`src/rtl/lab_pkg.sv`:
```
// Shared encodings and helpers for the lab's counter and sequencer blocks.
package lab_pkg;

    localparam logic DIR_UP   = 1'b0;
    localparam logic DIR_DOWN = 1'b1;

    localparam logic ENC_BIN  = 1'b0;
    localparam logic ENC_GRAY = 1'b1;

    // All-ones value of a width-bit count; the shift wraps to zero at 32 so the
    // subtraction still yields all ones.
    function automatic int unsigned max_val(input int unsigned width);
        return (32'd1 << width) - 32'd1;
    endfunction

endpackage

```
`src/rtl/bin2gray.sv`:
```
// Purely combinational binary-to-reflected-Gray conversion.
module bin2gray #(
    parameter int unsigned WIDTH = 3
) (
    input  logic [WIDTH-1:0] bin,
    output logic [WIDTH-1:0] gray
);

    assign gray = bin ^ (bin >> 1);

endmodule

```
`src/rtl/param_updown_counter.sv`:
```
// WIDTH-bit up/down counter with load, wrap/saturate policy, terminal count
// and a registered boundary-event pulse; output selectable binary or Gray.
module param_updown_counter
    import lab_pkg::*;
#(
    parameter int unsigned      WIDTH     = 3,
    parameter bit               WRAP      = 1'b1,
    parameter logic [WIDTH-1:0] RESET_VAL = '0
) (
    input  logic             clck,
    input  logic             rst,
    input  logic             en,
    input  logic             dir,
    input  logic             load,
    input  logic [WIDTH-1:0] din,
    input  logic             gray_sel,
    output logic [WIDTH-1:0] q,
    output logic             tc,
    output logic             ovf
);

    localparam logic [WIDTH-1:0] MAX = WIDTH'(max_val(WIDTH));

    logic [WIDTH-1:0] cnt;
    logic [WIDTH-1:0] cnt_nxt;
    logic             ovf_nxt;
    logic [WIDTH-1:0] cnt_gray;
    logic             at_max;
    logic             at_min;

    assign at_max = (cnt == MAX);
    assign at_min = (cnt == '0);

    // High when the coming edge will attempt to step past a boundary.
    assign tc = en & ~load & (((dir == DIR_UP) & at_max) | ((dir == DIR_DOWN) & at_min));

    always_comb begin
        cnt_nxt = cnt;
        ovf_nxt = 1'b0;
        if (load) begin
            cnt_nxt = din;
        end else if (en) begin
            ovf_nxt = tc;
            // Saturating policy holds at the boundary; wrap falls out of modulo arithmetic.
            if (!(tc && !WRAP)) begin
                cnt_nxt = (dir == DIR_DOWN) ? cnt - WIDTH'(1) : cnt + WIDTH'(1);
            end
        end
    end

    always_ff @(posedge clck) begin
        if (rst) begin
            cnt <= RESET_VAL;
            ovf <= 1'b0;
        end else begin
            cnt <= cnt_nxt;
            ovf <= ovf_nxt;
        end
    end

    bin2gray #(.WIDTH(WIDTH)) u_bin2gray (
        .bin  (cnt),
        .gray (cnt_gray)
    );

    assign q = (gray_sel == ENC_GRAY) ? cnt_gray : cnt;

endmodule

```
`config.mk`:
```
export PLATFORM = sky130hd
export DESIGN_NAME = param_updown_counter
export DESIGN_NICKNAME = d
export VERILOG_FILES = /design/src/rtl/lab_pkg.sv /design/src/rtl/bin2gray.sv /design/src/rtl/param_updown_counter.sv
export SDC_FILE = /design/constraint.sdc
export NUM_CORES = 1
export LEC_CHECK = 0
export ABC_AREA = 1
export BUFFER_PORTS_ARGS = -buffer_cell sky130_fd_sc_hd__buf_2
export CAP_MARGIN = 20
export CORE_AREA = 4 4 41 43
export DETAILED_ROUTE_END_ITERATION = 7
export DIE_AREA = 0 0 45 47
export SLEW_MARGIN = 20
export SYNTH_ARGS = -nofsm -noshare
export SYNTH_HDL_FRONTEND = slang
export SYNTH_SLANG_ARGS = --single-unit
```
`constraint.sdc`:
```
create_clock -name clck -period 1.95 [get_ports clck]
set_clock_uncertainty 0.2 [all_clocks]
set_input_delay 0.0975 -clock clck [delete_from_list [all_inputs] [get_ports clck]]
set_output_delay 0.0975 -clock clck [all_outputs]
set_load 0.01 [all_outputs]
```
==> results of run 1 <==
## worst max-delay path, cell delays in order, from the launching register on
cell and delay [ns]:
sky130_fd_sc_hd__dfxtp_1 0.35, sky130_fd_sc_hd__inv_1 0.11, sky130_fd_sc_hd__ha_1 0.21, sky130_fd_sc_hd__a22o_1 0.23, sky130_fd_sc_hd__nand3_1 0.09, sky130_fd_sc_hd__inv_1 0.04, sky130_fd_sc_hd__buf_2 0.13
## placed cells by master, fill, tap and decap left out
cell	netlist	routed
sky130_fd_sc_hd__nand2_2	1	1
sky130_fd_sc_hd__inv_1	10	10
sky130_fd_sc_hd__o21ai_1	2	2
sky130_fd_sc_hd__a21oi_1	1	1
sky130_fd_sc_hd__nand3_1	2	2
sky130_fd_sc_hd__nor2_1	2	2
sky130_fd_sc_hd__a22oi_1	1	1
sky130_fd_sc_hd__nor3_1	1	1
sky130_fd_sc_hd__inv_2	2	2
sky130_fd_sc_hd__nand2_1	11	11
sky130_fd_sc_hd__o211ai_2	1	1
sky130_fd_sc_hd__dfxtp_1	4	4
sky130_fd_sc_hd__o21ai_0	1	1
sky130_fd_sc_hd__fa_1	1	1
sky130_fd_sc_hd__nor2_2	1	1
sky130_fd_sc_hd__dlygate4sd3_1	0	4
sky130_fd_sc_hd__ha_1	2	2
sky130_fd_sc_hd__a22o_1	1	1
sky130_fd_sc_hd__buf_2	0	13
sky130_fd_sc_hd__clkbuf_4	0	3
sky130_fd_sc_hd__xor2_1	1	1
## state kept, by name (all words and copies together), names as in the netlist
name  count
ovf       1
cnt       3
## area by class of cell
| type | instances | area [µm²] | area share [%] |
|---|---|---|---|
| clock buffer | 3 | 22.52 | 5.000 |
| multi-input combinational | 29 | 178.9 | 39.72 |
| timing repair buffer | 17 | 105.1 | 23.33 |
| sequential | 4 | 80.08 | 17.78 |
| tap | 15 | 18.77 | 4.167 |
| inverter | 12 | 45.04 | 10.00 |
## per-stage QoR
stage	cells	hold WS, ns	setup WS (ns)
6_report	80	0.02804	0.2711
3_3_place_gp	73	0.08823	0.4870
3_5_place_dp	73	0.08848	0.4790
4_1_cts	80	0.01902	0.2534
5_1_grt	80	0.05431	0.1410
2_1_floorplan	46	-0.03343	0.5575
## power by group through the flow
stage / Combinational, W / Sequential, W / Clock [W]
after floorplan: 0.0000466 / 0.0000935 / 0
after global placement: 0.0000694 / 0.0000946 / 0
after detailed placement: 0.0000690 / 0.0000947 / 0
after CTS: 0.0000758 / 0.0000934 / 0.000106
after global routing: 0.0000871 / 0.0000947 / 0.000111
final: 0.0000752 / 0.0000933 / 0.000103
## per-layer routing
layer / GRT usage [%] / vias up / share of wire, %
met4: 7.018 / 0 / 0
met1: 10.05 / 130 / 47
met5: 0 / - / 0
met3: 3.448 / 0 / 6.9
li1: - / 177 / -
met2: 12.71 / 10 / 46
## worst min-delay path by stage
stage	endpoint	slack (ns)
3_3_place_gp	cnt[2]	0.09
3_5_place_dp	cnt[2]	0.09
5_1_grt	cnt[2]	0.05
2_1_floorplan	cnt[2]	-0.03
6_report	cnt[2]	0.03
4_1_cts	cnt[2]	0.02
## cell families (layout without fill, tap and decap cells)
| family | after synthesis | in the layout | share of synthesized area [%] |
|---|---|---|---|
| adder cells (fa/ha/maj) | 3 | 3 | 14.46 |
| buffers and inverters | 13 | 32 | 16.87 |
| XOR/XNOR | 1 | 1 | 2.812 |
| AO/OA/AOI/OAI | 7 | 7 | 15.66 |
| AND/OR/NAND/NOR | 18 | 18 | 24.50 |
| flip-flops | 4 | 4 | 25.70 |
## repair_timing
action / CTS / global route
setup buffers: 0 / 0
hold endpoints to repair: 4 / 0
resized for setup: 0 / 0
hold buffers: 4 / 0
==> impl_metrics.prom, run 1 <==
# TYPE chip_impl_metric gauge
chip_impl_metric{name="worstPathRequired",unit="ns"} 1.65
chip_impl_metric{name="total_placed_instance_area",unit="µm²"} 387.9
chip_impl_info{name="post-synth-top-count-cell",value="sky130_fd_sc_hd__nand2_1"} 1
chip_impl_metric{name="setup_viol",unit=""} 0
chip_impl_metric{name="synth-async-reset-ratio",unit="%"} 0
chip_impl_metric{name="final_period_minus_worst_setup_slack",unit="ns"} 1.679
chip_impl_metric{name="path_clk_slew",unit="ns"} 0.04
chip_impl_metric{name="die_height",unit="µm"} 47
chip_impl_info{name="cp-start-kind",value="flip-flop"} 1
chip_impl_metric{name="avgRoutedWirePerCell",unit="µm"} 9.038
chip_impl_metric{name="synthesis.area_per_instance",unit="µm²"} 6.773
chip_impl_metric{name="boundaryPins",unit=""} 14
chip_impl_info{name="critical_path.endpoint_type",value="output port"} 1
chip_impl_metric{name="path_max_fanout",unit=""} 4
chip_impl_metric{name="synthDistinctLibCells",unit=""} 19
chip_impl_info{name="setup.worst_path.class",value="flip-flop to output port"} 1
chip_impl_metric{name="synth.yosys.seq_area_share",unit="%"} 25.70
chip_impl_metric{name="number_of_hold_violations_in_the_final_report",unit=""} 0
chip_impl_info{name="cts_tree",value="done"} 1
chip_impl_metric{name="max-cap-violations",unit=""} 0
chip_impl_metric{name="die_w",unit="µm"} 45
chip_impl_info{name="postSynth.topFlopCell",value="sky130_fd_sc_hd__dfxtp_1"} 1
chip_impl_metric{name="power_frac_clock",unit="%"} 37.8
chip_impl_metric{name="nNetsFinal",unit=""} 79
chip_impl_metric{name="dp.final_hpwl",unit="µm"} 568
chip_impl_metric{name="synthesis.instances",unit=""} 46
chip_impl_metric{name="cellPowerDensity",unit="mW/mm²"} 602.0
chip_impl_metric{name="internal_power",unit="W"} 0.0001931
chip_impl_metric{name="effective_utilization_at_floorplan",unit="%"} 23.94
chip_impl_metric{name="synth-edff-count",unit=""} 0
chip_impl_metric{name="rrSetupSlack",unit="ns"} 0.50
chip_impl_metric{name="number_of_global_route_vias_before_repair",unit=""} 314
chip_impl_info{name="worst_setup_path_endpoint",value="tc"} 1
chip_impl_metric{name="die_area",unit="mm²"} 0.002115
chip_impl_info{name="regToRegEndpoint",value="cnt[1]"} 1
chip_impl_metric{name="grt_start_max_net_pins",unit=""} 7
chip_impl_metric{name="core_area",unit="mm²"} 0.001301
chip_impl_metric{name="hold_path_depth",unit=""} 4
chip_impl_metric{name="fin_max_slew_vios",unit=""} 0
chip_impl_metric{name="syn_area",unit="µm²"} 311.5
chip_impl_metric{name="remaining_drc_errors",unit=""} 0
chip_impl_metric{name="syn_nets",unit=""} 58
chip_impl_metric{name="route.vias.total",unit=""} 317
chip_impl_metric{name="clk-insertion-delay-late",unit="ns"} 0.23
chip_impl_metric{name="netlist.area_leader.share",unit="%"} 25.70
chip_impl_metric{name="leakagePower",unit="nW"} 0.2648
chip_impl_metric{name="place.port_buffers",unit=""} 13
chip_impl_info{name="synth.area.top_cells",value="sky130_fd_sc_hd__dfxtp_1 (26%), sky130_fd_sc_hd__nand2_1 (13%), sky130_fd_sc_hd__inv_1 (12%)"} 1
chip_impl_metric{name="layout-drive-gt1-share",unit="%"} 32.31
chip_impl_metric{name="remaining_number_of_nets_flagged_by_the_antenna_check_after_routing",unit=""} 0
chip_impl_metric{name="n_fill_cell",unit=""} 148
chip_impl_info{name="cts.root.buffer_cell",value="sky130_fd_sc_hd__clkbuf_4"} 1
chip_impl_metric{name="totalNegativeSetupSlack",unit="ns"} 0
chip_impl_metric{name="area_growth_from_synthesis_to_layout",unit="%"} 44.58
chip_impl_metric{name="insertedDiodeCount",unit=""} 0
chip_impl_metric{name="vias_per_cell",unit=""} 3.963
chip_impl_metric{name="ys_warn_count",unit=""} 0
chip_impl_info{name="grt_setup_unrepaired",value="no"} 1
chip_impl_metric{name="cts.sinks",unit=""} 4
chip_impl_metric{name="power.ir.vdd_worst",unit="µV"} 168.6
chip_impl_metric{name="period_utilization_post_route",unit="%"} 86.10
chip_impl_metric{name="rows",unit=""} 13
chip_impl_metric{name="wire_length_of_the_first_global_routing_pass",unit="µm"} 1248
chip_impl_metric{name="crit_arrival",unit="ns"} 1.38
chip_impl_metric{name="switchingPower",unit="W"} 0.00007806
chip_impl_metric{name="drt_first_pass_iters",unit=""} 4
chip_impl_info{name="synthDominantAreaCellType",value="sky130_fd_sc_hd__dfxtp_1"} 1
chip_impl_metric{name="comb_power_share",unit="%"} 27.8
chip_impl_metric{name="sequential_power_share",unit="%"} 34.4
chip_impl_info{name="worstHoldStart",value="load"} 1
chip_impl_metric{name="maxSlewHeadroom",unit="%"} 86.77
chip_impl_info{name="synth_cell_count_leaders",value="sky130_fd_sc_hd__nand2_1 (11), sky130_fd_sc_hd__inv_1 (10), sky130_fd_sc_hd__dfxtp_1 (4)"} 1
chip_impl_metric{name="postSynthRegisterBits",unit=""} 4
chip_impl_info{name="r2r-start",value="cnt[0]"} 1
chip_impl_metric{name="achievable-frequency",unit="MHz"} 595.6
chip_impl_metric{name="grt_remaining_overflow",unit=""} 0
chip_impl_metric{name="utilization_after_layout",unit="%"} 34.62
chip_impl_info{name="run_status",value="complete, no violations"} 1
chip_impl_metric{name="cts_htree_levels",unit=""} 1
chip_impl_metric{name="stdcell_area",unit="µm²"} 450.4
chip_impl_metric{name="number_of_buffers_inserted_during_clock_tree_synthesis",unit=""} 3
chip_impl_metric{name="timing.reg2reg.worst_path_depth",unit=""} 5
chip_impl_metric{name="grt_antenna_before_repair",unit=""} 0
chip_impl_info{name="critical_path.startpoint",value="cnt[0]"} 1
chip_impl_metric{name="tightestPinTransition",unit="ns"} 0.1982
chip_impl_metric{name="gr-usage-all-layers",unit="%"} 8.703
chip_impl_metric{name="clock_buffer_depth",unit=""} 2
chip_impl_metric{name="netSwitchingFraction",unit="%"} 28.79
chip_impl_metric{name="drt_wl_total",unit="µm"} 723
chip_impl_metric{name="dr.first_iter.drc_count",unit=""} 2
chip_impl_info{name="hold_path_class",value="input pin to flip-flop"} 1
chip_impl_metric{name="routabilityCongestion",unit=""} 0.7188
chip_impl_metric{name="power",unit="W"} 0.0002711
Note: power is estimated with default switching activity, not from simulation.
==> inputs of run 2 (changes only) <==
--- a/config.mk
+++ b/config.mk
@@ -11,6 +11,7 @@
 export CORE_AREA = 4 4 41 43
 export DETAILED_ROUTE_END_ITERATION = 7
 export DIE_AREA = 0 0 45 47
+export PLACE_DENSITY = 0.53
 export SLEW_MARGIN = 20
 export SYNTH_ARGS = -nofsm -noshare
 export SYNTH_HDL_FRONTEND = slang
==> impl_metrics.prom, run 2 (synthesized netlist as in run 1, its figures left out) <==
# TYPE chip_impl_metric gauge
chip_impl_metric{name="dr.first_iter.drc_count",unit=""} 7
chip_impl_metric{name="timing.final.ws_setup",unit="ns"} 0.2436
chip_impl_info{name="most-common-layout-cells",value="sky130_fd_sc_hd__buf_2 (13), sky130_fd_sc_hd__nand2_1 (11), sky130_fd_sc_hd__inv_1 (10)"} 1
chip_impl_metric{name="layout.area.seq",unit="µm²"} 80.08
chip_impl_metric{name="largest_register_ff_count",unit=""} 3
chip_impl_metric{name="core_area",unit="mm²"} 0.001301
chip_impl_metric{name="dp_worst_setup_slack",unit="ns"} 0.4681
chip_impl_metric{name="totalNegativeSetupSlack",unit="ns"} 0
chip_impl_info{name="run_status",value="complete, no violations"} 1
chip_impl_metric{name="power",unit="W"} 0.0002722
chip_impl_metric{name="effective_utilization_at_floorplan",unit="%"} 23.94
chip_impl_metric{name="cts.sinks",unit=""} 4
chip_impl_metric{name="die_height",unit="µm"} 47
chip_impl_metric{name="number_of_global_route_vias_before_repair",unit=""} 313
chip_impl_info{name="critical_path.endpoint_type",value="output port"} 1
chip_impl_metric{name="path_max_fanout",unit=""} 4
chip_impl_metric{name="final_period_minus_worst_setup_slack",unit="ns"} 1.706
chip_impl_metric{name="route.vias.total",unit=""} 334
chip_impl_metric{name="crit_arrival",unit="ns"} 1.41
chip_impl_metric{name="dp.final_hpwl",unit="µm"} 569.2
chip_impl_metric{name="achievable-frequency",unit="MHz"} 586.0
chip_impl_metric{name="grt_remaining_overflow",unit=""} 0
chip_impl_metric{name="path_clk_slew",unit="ns"} 0.04
chip_impl_metric{name="drt_first_pass_iters",unit=""} 3
chip_impl_metric{name="drt_wl_total",unit="µm"} 687
chip_impl_metric{name="cts_htree_levels",unit=""} 1
chip_impl_metric{name="die_area",unit="mm²"} 0.002115
chip_impl_metric{name="power.ir.vdd_worst",unit="µV"} 331.4
chip_impl_metric{name="clock_buffer_depth",unit=""} 2
chip_impl_metric{name="number_of_hold_violations_in_the_final_report",unit=""} 0
chip_impl_metric{name="n_fill_cell",unit=""} 150
chip_impl_info{name="cts.root.buffer_cell",value="sky130_fd_sc_hd__clkbuf_4"} 1
chip_impl_info{name="cts_tree",value="done"} 1
chip_impl_metric{name="cts-resized-gates",unit=""} 0
chip_impl_metric{name="number_of_buffers_inserted_during_clock_tree_synthesis",unit=""} 3
chip_impl_metric{name="layout-drive-gt1-share",unit="%"} 32.31
chip_impl_metric{name="multiInputGateArea",unit="µm²"} 178.9
chip_impl_metric{name="die_w",unit="µm"} 45
chip_impl_metric{name="max-cap-violations",unit=""} 0
chip_impl_metric{name="insertedDiodeCount",unit=""} 0
chip_impl_info{name="worst_path_dominant_cell_family",value="flip-flops"} 1
chip_impl_metric{name="boundaryPins",unit=""} 14
chip_impl_metric{name="area_growth_from_synthesis_to_layout",unit="%"} 44.58
chip_impl_metric{name="vias_per_cell",unit=""} 4.175
chip_impl_info{name="critical-path-slowest-cell",value="sky130_fd_sc_hd__dfxtp_1"} 1
chip_impl_metric{name="maxSlewHeadroom",unit="%"} 87.08
chip_impl_metric{name="rows",unit=""} 13
chip_impl_metric{name="tightestPinTransition",unit="ns"} 0.1936
chip_impl_metric{name="fin_max_slew_vios",unit=""} 0
chip_impl_info{name="reg_with_most_ffs",value="cnt"} 1
chip_impl_metric{name="grt_start_max_net_pins",unit=""} 7
chip_impl_info{name="hold_path_class",value="input pin to flip-flop"} 1
chip_impl_metric{name="postCtsSetupBuffers",unit=""} 0
chip_impl_metric{name="cpPeakStageDelay",unit="ns"} 0.35
chip_impl_metric{name="place.port_buffers",unit=""} 13
chip_impl_metric{name="period_utilization_post_route",unit="%"} 87.51
chip_impl_info{name="setup.worst_path.class",value="flip-flop to output port"} 1
chip_impl_metric{name="fin_hold_ws",unit="ns"} 0.02489
chip_impl_info{name="crit_path_frequent_cell",value="sky130_fd_sc_hd__inv_1"} 1
chip_impl_metric{name="routabilityCongestion",unit=""} 0.7421
chip_impl_metric{name="leakagePower",unit="nW"} 0.2648
chip_impl_metric{name="remaining_number_of_nets_flagged_by_the_antenna_check_after_routing",unit=""} 0
chip_impl_metric{name="clk-insertion-delay-late",unit="ns"} 0.24
chip_impl_metric{name="cellPowerDensity",unit="mW/mm²"} 604.3
chip_impl_info{name="grt_setup_unrepaired",value="no"} 1
chip_impl_info{name="biggestRegsByFlops",value="cnt: 3 flops, ovf: 1 flops"} 1
chip_impl_metric{name="remaining_drc_errors",unit=""} 0
chip_impl_metric{name="setup_viol",unit=""} 0
chip_impl_metric{name="wire_length_of_the_first_global_routing_pass",unit="µm"} 1242
chip_impl_metric{name="nNetsFinal",unit=""} 79
chip_impl_metric{name="gr-usage-all-layers",unit="%"} 8.399
chip_impl_info{name="crit_chain",value="inv_1 -> ha_1 -> a22o_1 -> nand3_1 -> inv_1 -> buf_2"} 1
chip_impl_metric{name="worstPathRequired",unit="ns"} 1.65
chip_impl_info{name="cp-start-kind",value="flip-flop"} 1
chip_impl_info{name="final_common_cell",value="sky130_fd_sc_hd__buf_2"} 1
chip_impl_metric{name="avgRoutedWirePerCell",unit="µm"} 8.588
chip_impl_metric{name="worstPathBufferInverterCount",unit=""} 3
chip_impl_metric{name="grt_antenna_before_repair",unit=""} 0
==> run 2: cell counts in the layout (fill, tap and decap cells not counted) <==
No cell type changed its count.
==> run 2: layer usage <==
layer / GRT usage (%) / share of wire, % / vias up
li1: - / - / 178
met1: 9.404 / 43 / 142
met2: 12.15 / 44 / 12
met3: 2.682 / 10 / 2
met4: 8.772 / 3.3 / 0
met5: 0 / 0 / -
==> run 2: through the flow <==
| step | util [%] | area, µm² | instances |
|---|---|---|---|
| after floorplan | - | 311.5 | 46 |
| after global placement | 29.81 | 387.9 | 73 |
| after detailed placement | 29.81 | 387.9 | 73 |
| after CTS | 34.62 | 450.4 | 80 |
| after global routing | 34.62 | 450.4 | 80 |
| final | 34.62 | 450.4 | 80 |
==> run 2: cell type report <==
class,count,area share [%]
sequential,4,17.78
inverter,12,10.00
multi-input combinational,29,39.72
tap,15,4.167
clock buffer,3,5.000
timing repair buffer,17,23.33
==> run 2: report_power, final <==
| group | internal (W) | total, W | switching [W] | leakage (nW) |
|---|---|---|---|---|
| Combinational | 0.0000368 | 0.0000753 | 0.0000385 | 0.218 |
| Clock | 0.0000689 | 0.000104 | 0.0000348 | 0.0138 |
| Sequential | 0.0000877 | 0.0000931 | 0.00000544 | 0.0330 |
==> run 2: final timing paths <==
kind / start / depth (start not counted) / to / slack, ns
worst max-delay path: cnt[0] / 6 / tc / 0.24
worst min-delay path: en / 4 / cnt[0] / 0.02
worst max register to register: cnt[0] / 5 / cnt[1] / 0.48
worst min register to register: cnt[0] / 3 / cnt[0] / 0.38
==> run 2: worst min-delay path, cell delays in order <==
cell	delay, ns
sky130_fd_sc_hd__buf_2	0.10
sky130_fd_sc_hd__nor3_1	0.05
sky130_fd_sc_hd__o21ai_1	0.13
sky130_fd_sc_hd__inv_1	0.04
==> run 2: timing repair <==
action	4_1_cts	5_1_grt
hold endpoints to repair	4	0
hold buffers	4	0
setup endpoints to repair	0	0
==> inputs of run 3 (changes only) <==
--- a/config.mk
+++ b/config.mk
@@ -11,8 +11,10 @@
 export CORE_AREA = 4 4 41 43
 export DETAILED_ROUTE_END_ITERATION = 7
 export DIE_AREA = 0 0 45 47
-export PLACE_DENSITY = 0.53
+export HOLD_SLACK_MARGIN = 0.03
+export PLACE_DENSITY = 0.55
 export SLEW_MARGIN = 20
 export SYNTH_ARGS = -nofsm -noshare
 export SYNTH_HDL_FRONTEND = slang
+export SYNTH_HIERARCHICAL = 1
 export SYNTH_SLANG_ARGS = --single-unit
==> impl_metrics.prom, run 3 <==
# TYPE chip_impl_metric gauge
chip_impl_metric{name="cpPeakStageDelay",unit="ns"} 0.54
chip_impl_info{name="most-common-layout-cells",value="sky130_fd_sc_hd__nand2_1 (21), sky130_fd_sc_hd__buf_2 (13), sky130_fd_sc_hd__inv_1 (11)"} 1
chip_impl_metric{name="synthDistinctLibCells",unit=""} 15
chip_impl_metric{name="clock_buffer_depth",unit=""} 2
chip_impl_metric{name="gr-usage-all-layers",unit="%"} 7.668
chip_impl_metric{name="setup_viol",unit=""} 0
chip_impl_info{name="cts.root.buffer_cell",value="sky130_fd_sc_hd__clkbuf_4"} 1
chip_impl_info{name="worst_path_dominant_cell_family",value="adder cells"} 1
chip_impl_metric{name="synth-async-reset-ratio",unit="%"} 0
chip_impl_metric{name="cellPowerDensity",unit="mW/mm²"} 567.8
chip_impl_metric{name="insertedDiodeCount",unit=""} 0
chip_impl_metric{name="avgRoutedWirePerCell",unit="µm"} 7.714
chip_impl_metric{name="die_area",unit="mm²"} 0.002115
chip_impl_info{name="synth_cell_count_leaders",value="sky130_fd_sc_hd__nand2_1 (21), sky130_fd_sc_hd__inv_1 (11), sky130_fd_sc_hd__dfxtp_1 (4), sky130_fd_sc_hd__nand3_1 (4)"} 1
chip_impl_metric{name="postSynthRegisterBits",unit=""} 4
chip_impl_metric{name="grt_remaining_overflow",unit=""} 0
chip_impl_metric{name="cts-resized-gates",unit=""} 0
chip_impl_metric{name="leakagePower",unit="nW"} 0.2787
chip_impl_info{name="critical_path.endpoint_type",value="flip-flop"} 1
chip_impl_info{name="reg_with_most_ffs",value="cnt"} 1
chip_impl_info{name="setup.worst_path.class",value="flip-flop to flip-flop"} 1
chip_impl_metric{name="rows",unit=""} 13
chip_impl_metric{name="dr.first_iter.drc_count",unit=""} 4
chip_impl_metric{name="synthesis.area_per_instance",unit="µm²"} 6.055
chip_impl_metric{name="route.vias.total",unit=""} 358
chip_impl_metric{name="cts_htree_levels",unit=""} 1
chip_impl_metric{name="crit_arrival",unit="ns"} 1.48
chip_impl_info{name="crit_path_frequent_cell",value="sky130_fd_sc_hd__inv_1"} 1
chip_impl_metric{name="postCtsSetupBuffers",unit=""} 0
chip_impl_metric{name="synth-edff-count",unit=""} 0
chip_impl_info{name="biggestRegsByFlops",value="cnt: 3 flops, ovf: 1 flops"} 1
chip_impl_metric{name="power.ir.vdd_worst",unit="µV"} 306.6
chip_impl_metric{name="maxSlewHeadroom",unit="%"} 83.73
chip_impl_metric{name="vias_per_cell",unit=""} 3.934
chip_impl_info{name="synth.area.top_cells",value="sky130_fd_sc_hd__dfxtp_1 (24%), sky130_fd_sc_hd__nand2_1 (23%), sky130_fd_sc_hd__inv_1 (12%)"} 1
chip_impl_info{name="post-synth-top-count-cell",value="sky130_fd_sc_hd__nand2_1"} 1
chip_impl_info{name="hold_path_class",value="input pin to flip-flop"} 1
chip_impl_metric{name="totalNegativeSetupSlack",unit="ns"} 0
chip_impl_metric{name="number_of_global_route_vias_before_repair",unit=""} 290
chip_impl_metric{name="achievable-frequency",unit="MHz"} 645.9
chip_impl_metric{name="wire_length_of_the_first_global_routing_pass",unit="µm"} 1117
chip_impl_metric{name="die_height",unit="µm"} 47
chip_impl_metric{name="drt_first_pass_iters",unit=""} 3
chip_impl_info{name="grt_setup_unrepaired",value="no"} 1
chip_impl_metric{name="nNetsFinal",unit=""} 88
chip_impl_metric{name="sequential_power_share",unit="%"} 34.4
chip_impl_metric{name="synth_fa_ha_area_share",unit="%"} 5.904
chip_impl_info{name="run_status",value="complete, no violations"} 1
chip_impl_metric{name="comb_power_share",unit="%"} 29.8
chip_impl_metric{name="path_clk_slew",unit="ns"} 0.04
chip_impl_metric{name="yosys.area_share.xor_xnor",unit="%"} 0
chip_impl_metric{name="effective_utilization_at_floorplan",unit="%"} 26.06
chip_impl_metric{name="worstPathBufferInverterCount",unit=""} 2
chip_impl_metric{name="clk-insertion-delay-late",unit="ns"} 0.23
chip_impl_metric{name="routabilityCongestion",unit=""} 0.7346
chip_impl_metric{name="synthesis.instances",unit=""} 56
chip_impl_info{name="postSynth.topFlopCell",value="sky130_fd_sc_hd__dfxtp_1"} 1
chip_impl_metric{name="internal_power",unit="W"} 0.0001957
chip_impl_metric{name="layout-drive-gt1-share",unit="%"} 31.58
chip_impl_metric{name="fin_max_slew_vios",unit=""} 0
chip_impl_metric{name="rrSetupSlack",unit="ns"} 0.40
chip_impl_metric{name="switchingPower",unit="W"} 0.00008142
chip_impl_metric{name="path_max_fanout",unit=""} 6
chip_impl_metric{name="dp.final_hpwl",unit="µm"} 573.9
chip_impl_metric{name="number_of_buffers_inserted_during_clock_tree_synthesis",unit=""} 3
chip_impl_metric{name="multiplexer_fraction_of_the_synthesized_cell_area",unit="%"} 0
chip_impl_metric{name="synth-compound-area-share",unit="%"} 15.50
chip_impl_metric{name="synth.yosys.seq_area_share",unit="%"} 23.62
chip_impl_metric{name="ys_warn_count",unit=""} 6
chip_impl_metric{name="remaining_number_of_nets_flagged_by_the_antenna_check_after_routing",unit=""} 0
chip_impl_metric{name="tightestPinTransition",unit="ns"} 0.2437
chip_impl_metric{name="dp_worst_setup_slack",unit="ns"} 0.3882
chip_impl_metric{name="period_utilization_post_route",unit="%"} 79.40
chip_impl_metric{name="synth_simple_gate_area_share",unit="%"} 37.27
chip_impl_metric{name="power_frac_clock",unit="%"} 35.8
chip_impl_metric{name="grt_start_max_net_pins",unit=""} 7
chip_impl_info{name="synthDominantAreaCellType",value="sky130_fd_sc_hd__dfxtp_1"} 1
chip_impl_metric{name="place.port_buffers",unit=""} 13
chip_impl_metric{name="largest_register_ff_count",unit=""} 3
chip_impl_metric{name="remaining_drc_errors",unit=""} 0
chip_impl_metric{name="number_of_hold_violations_in_the_final_report",unit=""} 0
chip_impl_metric{name="post_cts_hold_buffer_count",unit=""} 5
chip_impl_metric{name="die_w",unit="µm"} 45
chip_impl_metric{name="area_growth_from_synthesis_to_layout",unit="%"} 43.91
chip_impl_metric{name="drt_wl_total",unit="µm"} 702
chip_impl_metric{name="timing.final.ws_setup",unit="ns"} 0.4017
chip_impl_info{name="cts_tree",value="done"} 1
chip_impl_info{name="critical-path-slowest-cell",value="sky130_fd_sc_hd__fa_1"} 1
chip_impl_metric{name="boundaryPins",unit=""} 14
chip_impl_info{name="crit_chain",value="inv_1 -> fa_1 -> o211ai_2 -> nand2_1 -> inv_1"} 1
chip_impl_metric{name="max-cap-violations",unit=""} 0
chip_impl_metric{name="syn_area",unit="µm²"} 339.1
chip_impl_metric{name="grt_antenna_before_repair",unit=""} 0
chip_impl_metric{name="netlist.area_leader.share",unit="%"} 23.62
chip_impl_info{name="cp-start-kind",value="flip-flop"} 1
chip_impl_metric{name="netSwitchingFraction",unit="%"} 29.39
chip_impl_metric{name="syn_nets",unit=""} 66
chip_impl_info{name="synth_top_family_by_area",value="simple AND/OR/NAND/NOR gates"} 1
chip_impl_metric{name="cts.sinks",unit=""} 4
chip_impl_metric{name="final_period_minus_worst_setup_slack",unit="ns"} 1.548
chip_impl_metric{name="worstPathRequired",unit="ns"} 1.88
chip_impl_info{name="final_common_cell",value="sky130_fd_sc_hd__nand2_1"} 1
chip_impl_metric{name="core_area",unit="mm²"} 0.001301
==> run 3: changes by cell type in the layout (fill, tap and decap cells not counted), sizes merged <==
cell         change
a22o             -1
xor2             -1
nand2           +10
nor3             -1
o211ai           +1
inv              +2
ha               -2
nand3            +2
dlygate4sd3      +1
==> run 3: layer usage <==
layer | track usage (%) | part of all wire [%] | vias to the layer above
met4 | 3.509 | 0 | 0
met1 | 9.112 | 50 | 137
met2 | 10.17 | 40 | 14
met5 | 0 | 0 | -
met3 | 5.747 | 10 | 0
li1 | - | - | 207
==> run 3: metrics by stage <==
step / utilization (%) / area [µm²] / std cells / hold slack, ns / total power [W]
2_1_floorplan: - / 339.1 / 56 / -0.03343 / 0.0001469
3_3_place_gp: 31.92 / 415.4 / 83 / 0.09105 / 0.0001727
3_5_place_dp: 31.92 / 415.4 / 83 / 0.09171 / 0.0001725
4_1_cts: 37.50 / 488.0 / 91 / 0.05843 / 0.0002844
5_1_grt: 37.50 / 488.0 / 91 / 0.07413 / 0.0003021
6_report: 37.50 / 488.0 / 91 / 0.05852 / 0.0002771
==> run 3: logic make-up after synthesis <==
kind of cell	count (synthesis)
AO/OA/AOI/OAI	7
adder cells (fa/ha/maj)	1
buffers and inverters	15
flip-flops	4
AND/OR/NAND/NOR	29
==> run 3: path summary, 6_finish.rpt <==
path                             start     end  depth (start not counted)
worst max-delay path            cnt[0]  cnt[1]                          5
worst min-delay path                en  cnt[2]                          5
worst max register to register  cnt[0]  cnt[1]                          5
worst min register to register  cnt[0]  cnt[0]                          3
==> run 3: area by class of cell <==
cell class,instances,area [µm²]
fill,150,813.3
tap,15,18.77
clock buffer,3,22.52
inverter,14,52.55
sequential,4,80.08
timing repair buffer,18,115.1
multi-input combinational,37,198.9
==> run 3: worst reg2reg max path, delay by kind of cell (launching register included) <==
kind,cells,cell delay [ns]
DFF,1,0.40
and+or+nand+nor,1,0.06
adders and majority gates,1,0.54
AOI/OAI and AO/OA,1,0.09
buffers and inverters,2,0.15
==> run 3: power by group through the flow <==
| stage | Clock [W] | Sequential, W | Combinational (W) |
|---|---|---|---|
| 2_1_floorplan | 0 | 0.0000951 | 0.0000517 |
| 3_3_place_gp | 0 | 0.0000967 | 0.0000759 |
| 3_5_place_dp | 0 | 0.0000966 | 0.0000759 |
| 4_1_cts | 0.000106 | 0.0000954 | 0.0000834 |
| 5_1_grt | 0.000112 | 0.0000960 | 0.0000942 |
| 6_report | 0.0000993 | 0.0000952 | 0.0000826 |
